**src/rtl/alu_ctrl_pkg.sv**
```systemverilog
// ---------------------------------------------------------------------------
// alu_ctrl_pkg
//   Shared definitions for the ALU control sequencer family: sequencer state
//   encoding and the default ALU control codes / widths used as parameter
//   defaults by alu_ctrl_seq and alu_ctrl_sel.
// ---------------------------------------------------------------------------
`timescale 1ns/1ps

package alu_ctrl_pkg;

  localparam int DEF_CTRL_W = 5;
  localparam int DEF_CNT_W  = 4;

  localparam logic [DEF_CTRL_W-1:0] DEF_IDLE_CODE = 5'h00;
  localparam logic [DEF_CTRL_W-1:0] DEF_INC_CODE  = 5'h01;
  localparam logic [DEF_CTRL_W-1:0] DEF_DEC_CODE  = 5'h11;
  localparam logic [DEF_CTRL_W-1:0] DEF_ADDR_CODE = 5'h02;

  // IDLE: waiting for an operation; ADDR: effective-address beat live;
  // MAIN: main-operation beat(s) live.
  typedef enum logic [1:0] {
    ST_IDLE = 2'd0,
    ST_ADDR = 2'd1,
    ST_MAIN = 2'd2
  } state_e;

endpackage

```
**src/rtl/alu_ctrl_sel.sv**
```systemverilog
// ---------------------------------------------------------------------------
// alu_ctrl_sel
//   Combinational main-beat selector: priority mux from decoded mode flags to
//   the ALU control code of the main operation.
//     inc/dec  -> dec ? DEC_CODE : INC_CODE
//     else mov -> ctrl passed through
//     else     -> IDLE_CODE
// Ports:
//   ctrl     in  CTRL_W  raw control field
//   mov      in  1       pass ctrl through
//   inc_dec  in  1       internal increment/decrement (wins over mov)
//   dec      in  1       select decrement when inc_dec is set
//   code     out CTRL_W  selected main-beat code
// ---------------------------------------------------------------------------
`timescale 1ns/1ps

module alu_ctrl_sel
  import alu_ctrl_pkg::*;
#(
  parameter int                 CTRL_W    = DEF_CTRL_W,
  parameter logic [CTRL_W-1:0]  IDLE_CODE = CTRL_W'(DEF_IDLE_CODE),
  parameter logic [CTRL_W-1:0]  INC_CODE  = CTRL_W'(DEF_INC_CODE),
  parameter logic [CTRL_W-1:0]  DEC_CODE  = CTRL_W'(DEF_DEC_CODE)
) (
  input  logic [CTRL_W-1:0] ctrl,
  input  logic              mov,
  input  logic              inc_dec,
  input  logic              dec,
  output logic [CTRL_W-1:0] code
);

  always_comb begin
    if (inc_dec) begin
      code = dec ? DEC_CODE : INC_CODE;
    end else if (mov) begin
      code = ctrl;
    end else begin
      code = IDLE_CODE;
    end
  end

endmodule

```
**src/rtl/alu_ctrl_seq.sv**
```systemverilog
// ---------------------------------------------------------------------------
// alu_ctrl_seq
//   Registered ALU control sequencer. Accepts one decoded operation under a
//   valid/ready handshake and issues ALU control beats: an optional
//   effective-address beat, then the main beat repeated REPEAT+1 times for
//   internal inc/dec (once otherwise). Each beat is held until ALU_READY.
// Ports:
//   CLK, RST_N          clock, asynchronous active-low reset
//   OP_VALID/OP_READY   operation handshake (ready only in IDLE)
//   CTRL, INTERNAL_MOV, ADDRESS_MODE, INTERNAL_INC_DEC, INTERNAL_DEC, REPEAT
//                       operation fields, captured on the accept edge
//   ALU_READY           ALU consumes the current beat
//   CTRL_OUT            registered ALU control word
//   CTRL_VALID          CTRL_OUT is a live beat
//   ADDR_PHASE          current beat is the address beat
//   STEP_LAST           current beat is the final beat of the operation
// ---------------------------------------------------------------------------
`timescale 1ns/1ps

module alu_ctrl_seq
  import alu_ctrl_pkg::*;
#(
  parameter int                 CTRL_W    = DEF_CTRL_W,
  parameter int                 CNT_W     = DEF_CNT_W,
  parameter logic [CTRL_W-1:0]  IDLE_CODE = CTRL_W'(DEF_IDLE_CODE),
  parameter logic [CTRL_W-1:0]  INC_CODE  = CTRL_W'(DEF_INC_CODE),
  parameter logic [CTRL_W-1:0]  DEC_CODE  = CTRL_W'(DEF_DEC_CODE),
  parameter logic [CTRL_W-1:0]  ADDR_CODE = CTRL_W'(DEF_ADDR_CODE)
) (
  input  logic              CLK,
  input  logic              RST_N,
  input  logic              OP_VALID,
  output logic              OP_READY,
  input  logic [CTRL_W-1:0] CTRL,
  input  logic              INTERNAL_MOV,
  input  logic              ADDRESS_MODE,
  input  logic              INTERNAL_INC_DEC,
  input  logic              INTERNAL_DEC,
  input  logic [CNT_W-1:0]  REPEAT,
  input  logic              ALU_READY,
  output logic [CTRL_W-1:0] CTRL_OUT,
  output logic              CTRL_VALID,
  output logic              ADDR_PHASE,
  output logic              STEP_LAST
);

  state_e              state_q, state_d;
  logic [CNT_W-1:0]    cnt_q, cnt_d;
  logic [CTRL_W-1:0]   main_code_q, main_code_d;
  logic [CTRL_W-1:0]   ctrl_out_q, ctrl_out_d;
  logic [CTRL_W-1:0]   sel_code;

  // The main code is resolved from the live inputs at accept time and only
  // the resulting code is stored, rather than the raw fields and flags.
  alu_ctrl_sel #(
    .CTRL_W    (CTRL_W),
    .IDLE_CODE (IDLE_CODE),
    .INC_CODE  (INC_CODE),
    .DEC_CODE  (DEC_CODE)
  ) u_sel (
    .ctrl    (CTRL),
    .mov     (INTERNAL_MOV),
    .inc_dec (INTERNAL_INC_DEC),
    .dec     (INTERNAL_DEC),
    .code    (sel_code)
  );

  always_comb begin
    // NOTE: every always_comb output is defaulted (hold) before the case so
    // no path leaves a signal unassigned, which would infer a latch.
    state_d     = state_q;
    cnt_d       = cnt_q;
    main_code_d = main_code_q;
    ctrl_out_d  = ctrl_out_q;

    unique case (state_q)
      ST_IDLE: begin
        if (OP_VALID) begin
          main_code_d = sel_code;
          // Counter holds remaining main beats minus one; REPEAT all-ones
          // yields 2^CNT_W beats without needing an extra counter bit.
          cnt_d       = INTERNAL_INC_DEC ? REPEAT : '0;
          if (ADDRESS_MODE) begin
            state_d    = ST_ADDR;
            ctrl_out_d = ADDR_CODE;
          end else begin
            state_d    = ST_MAIN;
            ctrl_out_d = sel_code;
          end
        end
      end

      ST_ADDR: begin
        if (ALU_READY) begin
          state_d    = ST_MAIN;
          ctrl_out_d = main_code_q;
        end
      end

      ST_MAIN: begin
        if (ALU_READY) begin
          if (cnt_q == '0) begin
            state_d    = ST_IDLE;
            ctrl_out_d = IDLE_CODE;
          end else begin
            cnt_d = cnt_q - CNT_W'(1);
          end
        end
      end

      default: begin
        state_d    = ST_IDLE;
        cnt_d      = '0;
        ctrl_out_d = IDLE_CODE;
      end
    endcase
  end

  always_ff @(posedge CLK or negedge RST_N) begin
    if (!RST_N) begin
      state_q     <= ST_IDLE;
      cnt_q       <= '0;
      main_code_q <= IDLE_CODE;
      ctrl_out_q  <= IDLE_CODE;
    end else begin
      // NOTE: sequential state uses non-blocking assignments so every flop
      // samples pre-edge values regardless of statement order.
      state_q     <= state_d;
      cnt_q       <= cnt_d;
      main_code_q <= main_code_d;
      ctrl_out_q  <= ctrl_out_d;
    end
  end

  // Status outputs are pure decodes of registered state, so they change only
  // on the clock edge (or asynchronously with reset) together with CTRL_OUT.
  assign OP_READY   = (state_q == ST_IDLE);
  assign CTRL_VALID = (state_q != ST_IDLE);
  assign ADDR_PHASE = (state_q == ST_ADDR);
  assign STEP_LAST  = (state_q == ST_MAIN) && (cnt_q == '0);
  assign CTRL_OUT   = ctrl_out_q;

endmodule
```
**config.mk**
```make
export PLATFORM = sky130hd
export DESIGN_NAME = alu_ctrl_seq
export DESIGN_NICKNAME = d
export VERILOG_FILES = /design/src/rtl/alu_ctrl_pkg.sv /design/src/rtl/alu_ctrl_sel.sv /design/src/rtl/alu_ctrl_seq.sv
export SDC_FILE = /design/constraint.sdc
export NUM_CORES = 1
export LEC_CHECK = 0
export CORE_MARGIN = 1
export CORE_UTILIZATION = 47
export CTS_CLUSTER_SIZE = 8
export DETAILED_ROUTE_END_ITERATION = 6
export PLACE_DENSITY = 0.81
export SYNTH_ARGS = -nofsm -noshare
export SYNTH_HDL_FRONTEND = slang
export SYNTH_SLANG_ARGS = --single-unit
export TNS_END_PERCENT = 10
```
**constraint.sdc**
```tcl
create_clock -name CLK -period 2.3 [get_ports CLK]
set_clock_uncertainty 0.05 [all_clocks]
set_input_delay 0.46 -clock CLK [delete_from_list [all_inputs] [get_ports CLK]]
set_output_delay 0.46 -clock CLK [all_outputs]
set_load 0.03 [all_outputs]
```
==> summary.txt, run 1 <==
CTS Sinks -> 16
final setup vio count -> 0
die footprint -> 2240 um2
Max Cap Violations -> 0
Post-synth EDFFs -> 0
most frequent cell after synthesis -> nand2_1
DR iter-0 viols -> 21
clock buffer depth -> 2
Synth top cells by count -> nand2_1 (17), dfrtp_1 (16), o21ai_1 (8)
postcts setup bufs -> 0
Hold Vio Cnt, Final -> 0
asr flop ratio synth -> 1.00
crit path launch -> cnt_q[0]
Final Slew Violations -> 0
Worst Hold Launch -> main_code_q[3]
Detailed Route WL -> 2.15 mm
first-pass GRT wire length -> 3.39 mm
DRC -> 0
RSZ-0062 raised after global routing -> false
Final min period -> 2.22 ns
number of global-route vias before repair -> 759
WL/cell -> 13.3 um
worst-margin pin slew -> 0.709 ns
maximum VDD drop -> 0.782 mV
pwr/cell area -> 1180 nW/um2
Pre-antenna DRT Iters -> 4
I/O Buffers -> 25
initial antenna violation count -> 0
layout cells sized above 1 -> 0.156
CP Data Arrival Time -> 1.71 ns
DRT antenna net count -> 0
Seq. cell area -> 400 um2
worst-path fanout max -> 4
post-synthesis cell count -> 104
Synth cell types -> 40
max frequency -> 450 MHz
Leakage -> 0.576 nW
HP Class -> reg2reg
Final Net Count -> 155
Slowest Stage Delay on Critical Path -> 0.43 ns
Worst Setup Start Kind -> flop
Avg Cell Area, Syn -> 9.29 um2
worst reg2reg path startpoint -> cnt_q[0]
Multi-input gate area -> 520 um2
synthesized area -> 966 um2
Top Ports -> 26
CTS tree -> done
# rows -> 16
status -> complete, no violations
RePlAce Congestion -> 0.796
top_reg_cell synth -> dfrtp_1
worst path required time -> 1.79 ns
clk slew on worst S/H paths -> 0.09 ns
via count -> 896
synthesized net count -> 123
Area growth syn-to-layout -> 35.0%
largest net degree at the start of global routing -> 17
Crit-path slowest cell -> dfrtp_1
Clock Latency Late Sink -> 0.28 ns
remaining global-route overflow -> 0
diodes inserted -> 0
register area share after synthesis -> 0.415
chip width -> 47.3 um
Slew HR -> 0.526
CTS buffer count -> 3
Root Buffer -> clkbuf_4
Sum Neg Setup Slack -> 0 ns
Tcrit/Tclk final -> 0.967
area leader, netlist -> dfrtp_1
critical path class -> reg2out
top cells by area, synth -> dfrtp_1 (41%), nand2_1 (6.6%), o21ai_1 (4.1%)
Syn. warnings -> 0
DR vias/cell -> 5.53
core area -> 1940 um2
starting density of the core -> 0.497
hold slack -> 0.435 ns
cells along the critical path -> inv_2, ha_1, or3b_4, nor2_1, buf_4
Global Route Usage Sum -> 0.217
post-DP HPWL -> 1.71 mm
post-synthesis register bit count -> 16
H-tree depth -> 1
Yosys top cell area share -> 0.415
Worst setup EP type -> output port
Die Y-Extent -> 47.3 um
Fill cells -> 167
==> per-layer routing <==
metal	wire (um)	part of all wire	track usage
met5	0	0	0
met4	9	0.0042	0.0171
met3	94	0.044	0.0615
met2	1060	0.49	0.326
met1	986	0.46	0.320
==> flip-flops by register name, indices dropped and copies added, names as in the netlist <==
| register | count |
|---|---|
| CTRL_OUT | 5 |
| main_code_q | 5 |
| cnt_q | 4 |
| state_q | 2 |
==> final cells by class <==
class                   instances  area share
clock buffers                   4      0.0278
inverters                       5      0.0144
multi-input cells              79       0.399
flip-flops and latches         16       0.307
well taps                      27      0.0259
repair buffers                 31       0.226
==> critical path, delay by kind of cell (launching register included) <==
| family | cells | cell delay, ns |
|---|---|---|
| adders and majority gates | 1 | 0.19 |
| buffers and inverters | 2 | 0.27 |
| DFF | 1 | 0.43 |
| and+or+nand+nor | 2 | 0.54 |
==> report_power, final <==
group	switching, W	total [W]	internal [W]
Sequential	0.0000788	0.000463	0.000385
Clock	0.0000835	0.000180	0.0000963
Combinational	0.000487	0.000897	0.000410
Total	0.000649	0.00154	0.000891
==> cells in the final DEF (no fill, tap or decap), types with 2 or more instances in the layout <==
cell / netlist / routed
ha_1: 2 / 2
nor2b_1: 4 / 4
inv_2: 1 / 2
a21oi_1: 6 / 6
buf_4: 1 / 7
nand2_1: 17 / 17
clkbuf_4: 0 / 3
o21ai_1: 8 / 8
o21ai_0: 2 / 2
nand3_1: 4 / 4
o22ai_1: 2 / 2
nor2_1: 5 / 5
o31ai_1: 2 / 2
dfrtp_1: 16 / 16
clkdlybuf4s50_1: 0 / 22
a22oi_1: 3 / 3
inv_1: 4 / 3
nor3_1: 2 / 2
==> cells by family (layout without fill, tap and decap cells) <==
group | after synthesis | count (layout) | share of synthesized area
AO/OA/AOI/OAI | 30 | 30 | 0.215
XOR/XNOR | 1 | 1 | 0.00907
adder cells (fa/ha/maj) | 2 | 2 | 0.0259
buffers and inverters | 9 | 40 | 0.0466
flip-flops | 16 | 16 | 0.415
multiplexers | 2 | 2 | 0.0233
AND/OR/NAND/NOR | 44 | 44 | 0.266
==> path summary, 6_finish.rpt <==
kind	endpoint	slack (ns)	cells past startpoint
max	STEP_LAST	0.08	5
min	main_code_q[3]	0.43	2
max reg2reg	cnt_q[1]	0.44	6
min reg2reg	main_code_q[3]	0.43	2
max in group asynchronous	cnt_q[3]	1.21	1
min in group asynchronous	CTRL_OUT[3]	0.55	1
==> timing repair <==
| action | 4_1_cts | 5_1_grt |
|---|---|---|
| hold buffers | 0 | 0 |
| pin swaps | 0 | 0 |
| setup endpoints to repair | 1 | 2 |
| gates resized for setup | 1 | 2 |
==> stage by stage <==
stage | util | setup slack (ns) | area (um2) | instances | power (W)
2_1_floorplan | - | 0.305 | 966 | 104 | 0.00108
3_3_place_gp | 0.652 | 0.321 | 1270 | 158 | 0.00134
3_5_place_dp | 0.652 | 0.291 | 1270 | 158 | 0.00137
4_1_cts | 0.670 | 0.00352 | 1300 | 162 | 0.00155
5_1_grt | 0.671 | 0.00185 | 1300 | 162 | 0.00166
6_report | 0.671 | 0.0754 | 1300 | 162 | 0.00154
Note: power is estimated with default switching activity, not from simulation.
==> run 2: changes to the inputs <==
--- a/config.mk
+++ b/config.mk
@@ -5,10 +5,12 @@
 export SDC_FILE = /design/constraint.sdc
 export NUM_CORES = 1
 export LEC_CHECK = 0
+export CAP_MARGIN = 5
 export CORE_MARGIN = 1
 export CORE_UTILIZATION = 47
 export CTS_CLUSTER_SIZE = 8
 export DETAILED_ROUTE_END_ITERATION = 6
+export MAX_ROUTING_LAYER = met4
 export PLACE_DENSITY = 0.81
 export SYNTH_ARGS = -nofsm -noshare
 export SYNTH_HDL_FRONTEND = slang
==> run 2 against run 1 <==
  * Register-to-register slack barely moved
  * Die area did not move
  * First-iteration DRC count fell by 14%
  * Combinational power barely moved
==> summary.txt, run 2 (synthesis gave the netlist of run 1 again) <==
status -> complete, no violations (unchanged)
clk slew on worst S/H paths -> 0.09 ns (about the same)
diodes inserted -> 0 (unchanged)
Sum Neg Setup Slack -> 0 ns (unchanged)
critical path class -> reg2out (unchanged)
worst path required time -> 1.79 ns (about the same)
HP Class -> reg2reg (unchanged)
starting density of the core -> 0.497 (unchanged)
Die Y-Extent -> 47.3 um (unchanged)
placed insts -> 158 (unchanged)
Seq. cell area -> 400 um2 (unchanged)
Fill cells -> 167 (unchanged)
Detailed Route WL -> 2.14 mm (was 2.15 mm)
Sw Ratio -> 0.422 (about the same)
Leakage -> 0.576 nW (unchanged)
Worst Setup Start Kind -> flop (unchanged)
via count -> 875 (was 896)
P_sw -> 0.000650 W (was 0.000649 W)
RePlAce Congestion -> 0.807 (was 0.796)
WHS Endpoint -> main_code_q[3] (unchanged)
maximum VDD drop -> 0.781 mV (was 0.782 mV)
Global Route Usage Sum -> 0.224 (was 0.217)
Pre-antenna DRT Iters -> 4 (unchanged)
largest net degree at the start of global routing -> 17 (unchanged)
combinational power share -> 0.583 (was 0.582)
worst-margin pin slew -> 0.705 ns (was 0.709 ns)
Pint -> 0.000891 W (about the same)
Final Slew Violations -> 0 (unchanged)
power share of the clock group -> 0.117 (about the same)
WL/cell -> 13.2 um (was 13.3 um)
layout cells sized above 1 -> 0.156 (unchanged)
H-tree depth -> 1 (unchanged)
CTS buffer count -> 3 (unchanged)
DRT antenna net count -> 0 (unchanged)
worst reg2reg path startpoint -> cnt_q[0] (unchanged)
initial antenna violation count -> 0 (unchanged)
pwr/cell area -> 1180 nW/um2 (about the same)
number of global-route vias before repair -> 760 (was 759)
worst-path fanout max -> 4 (unchanged)
Clock Latency Late Sink -> 0.28 ns (about the same)
commonest non-fill, non-tap cell in the layout -> clkdlybuf4s50_1 (unchanged)
# rows -> 16 (unchanged)
cells on worst reg2reg path -> 6 (unchanged)
DR iter-0 viols -> 18 (was 21)
CTS tree -> done (unchanged)
final setup vio count -> 0 (unchanged)
Root Buffer -> clkbuf_4 (unchanged)
Reg2Reg Capture Point -> cnt_q[1] (unchanged)
Slew HR -> 0.529 (was 0.526)
chip width -> 47.3 um (unchanged)
I/O Buffers -> 25 (unchanged)
postcts setup bufs -> 0 (unchanged)
Hold Vio Cnt, Final -> 0 (unchanged)
Seq pwr share -> 0.301 (about the same)
most frequent cells in the layout -> clkdlybuf4s50_1 (22), nand2_1 (17), dfrtp_1 (16) (unchanged)
Tcrit/Tclk final -> 0.969 (was 0.967)
Worst Hold Launch -> main_code_q[3] (unchanged)
Top Ports -> 26 (unchanged)
Max Cap Violations -> 0 (unchanged)
DRC -> 0 (unchanged)
reg-to-reg slack, setup -> 0.43 ns (was 0.44 ns)
Final min period -> 2.23 ns (was 2.22 ns)
post-DP HPWL -> 1.71 mm (unchanged)
hold depth -> 2 (unchanged)
Worst setup EP type -> output port (unchanged)
Final Net Count -> 155 (unchanged)
final std cells w/o fill -> 162 (unchanged)
CP Data Arrival Time -> 1.72 ns (was 1.71 ns)
first-pass GRT wire length -> 3.38 mm (was 3.39 mm)
Area growth syn-to-layout -> 35.0% (unchanged)
RSZ-0062 raised after global routing -> false (unchanged)
max frequency -> 449 MHz (was 450 MHz)
die footprint -> 2240 um2 (unchanged)
DR vias/cell -> 5.40 (was 5.53)
clock buffer depth -> 2 (unchanged)
core area -> 1940 um2 (unchanged)
Multi-input gate area -> 520 um2 (unchanged)
CTS Sinks -> 16 (unchanged)
remaining global-route overflow -> 0 (unchanged)
run 2: cell counts in the layout (fill, tap and decap cells not counted):
Identical to the previous run, type by type.
run 2: timing repair:
| item | CTS | global route |
|---|---|---|
| endpoints found under the setup margin | 1 | 2 |
| hold buffers | 0 | 0 |
| resized for setup | 1 | 2 |
run 2: worst max-delay path by stage:
stage	startpoint	depth (start not counted)	slack [ns]	to
finish	cnt_q[0]	5	0.07	STEP_LAST
global route	cnt_q[0]	5	0.002	STEP_LAST
CTS	state_q[1]	2	0.004	ADDR_PHASE
detailed placement	OP_VALID	4	0.29	CTRL_OUT[4]
global placement	state_q[1]	3	0.32	OP_READY
floorplan	cnt_q[0]	4	0.31	STEP_LAST
run 2: worst max-delay path, cell delays in order, from the launching register on:
cell and delay [ns]:
dfrtp_1 0.44, inv_2 0.11, ha_1 0.19, or3b_4 0.42, nor2_1 0.12, buf_4 0.16
run 2: power groups by stage:
stage                     combinational [W]  sequential [W]  clock (W)
after floorplan                    0.000581        0.000503          0
after global placement             0.000879        0.000458          0
after detailed placement           0.000902        0.000466          0
after CTS                          0.000900        0.000460   0.000187
after global routing               0.000977        0.000482   0.000201
final                              0.000898        0.000463   0.000180
run 2: cell type report:
type | instances | area share
Multi-Input combinational cell | 79 | 0.399
Sequential cell | 16 | 0.307
Timing Repair Buffer | 31 | 0.226
Clock buffer | 4 | 0.0278
Tap cell | 27 | 0.0259
Inverter | 5 | 0.0144
run 2: layer usage:
metal | global-route usage | share of wire | vias to the layer above
met1 | 0.320 | 0.47 | 427
li1 | - | - | 431
met5 | - | 0 | -
met3 | 0.0615 | 0.034 | 0
met2 | 0.326 | 0.50 | 17
met4 | 0.0171 | 0 | 0
run 2: through the flow:
stage / area (um2) / power (W) / utilization / setup slack (ns) / hold WS [ns]
floorplan: 966 / 0.00108 / - / 0.305 / 0.114
global placement: 1270 / 0.00134 / 0.652 / 0.321 / 0.411
detailed placement: 1270 / 0.00137 / 0.652 / 0.291 / 0.413
CTS: 1300 / 0.00155 / 0.670 / 0.00352 / 0.433
global route: 1300 / 0.00166 / 0.671 / 0.00186 / 0.460
finish: 1300 / 0.00154 / 0.671 / 0.0720 / 0.435
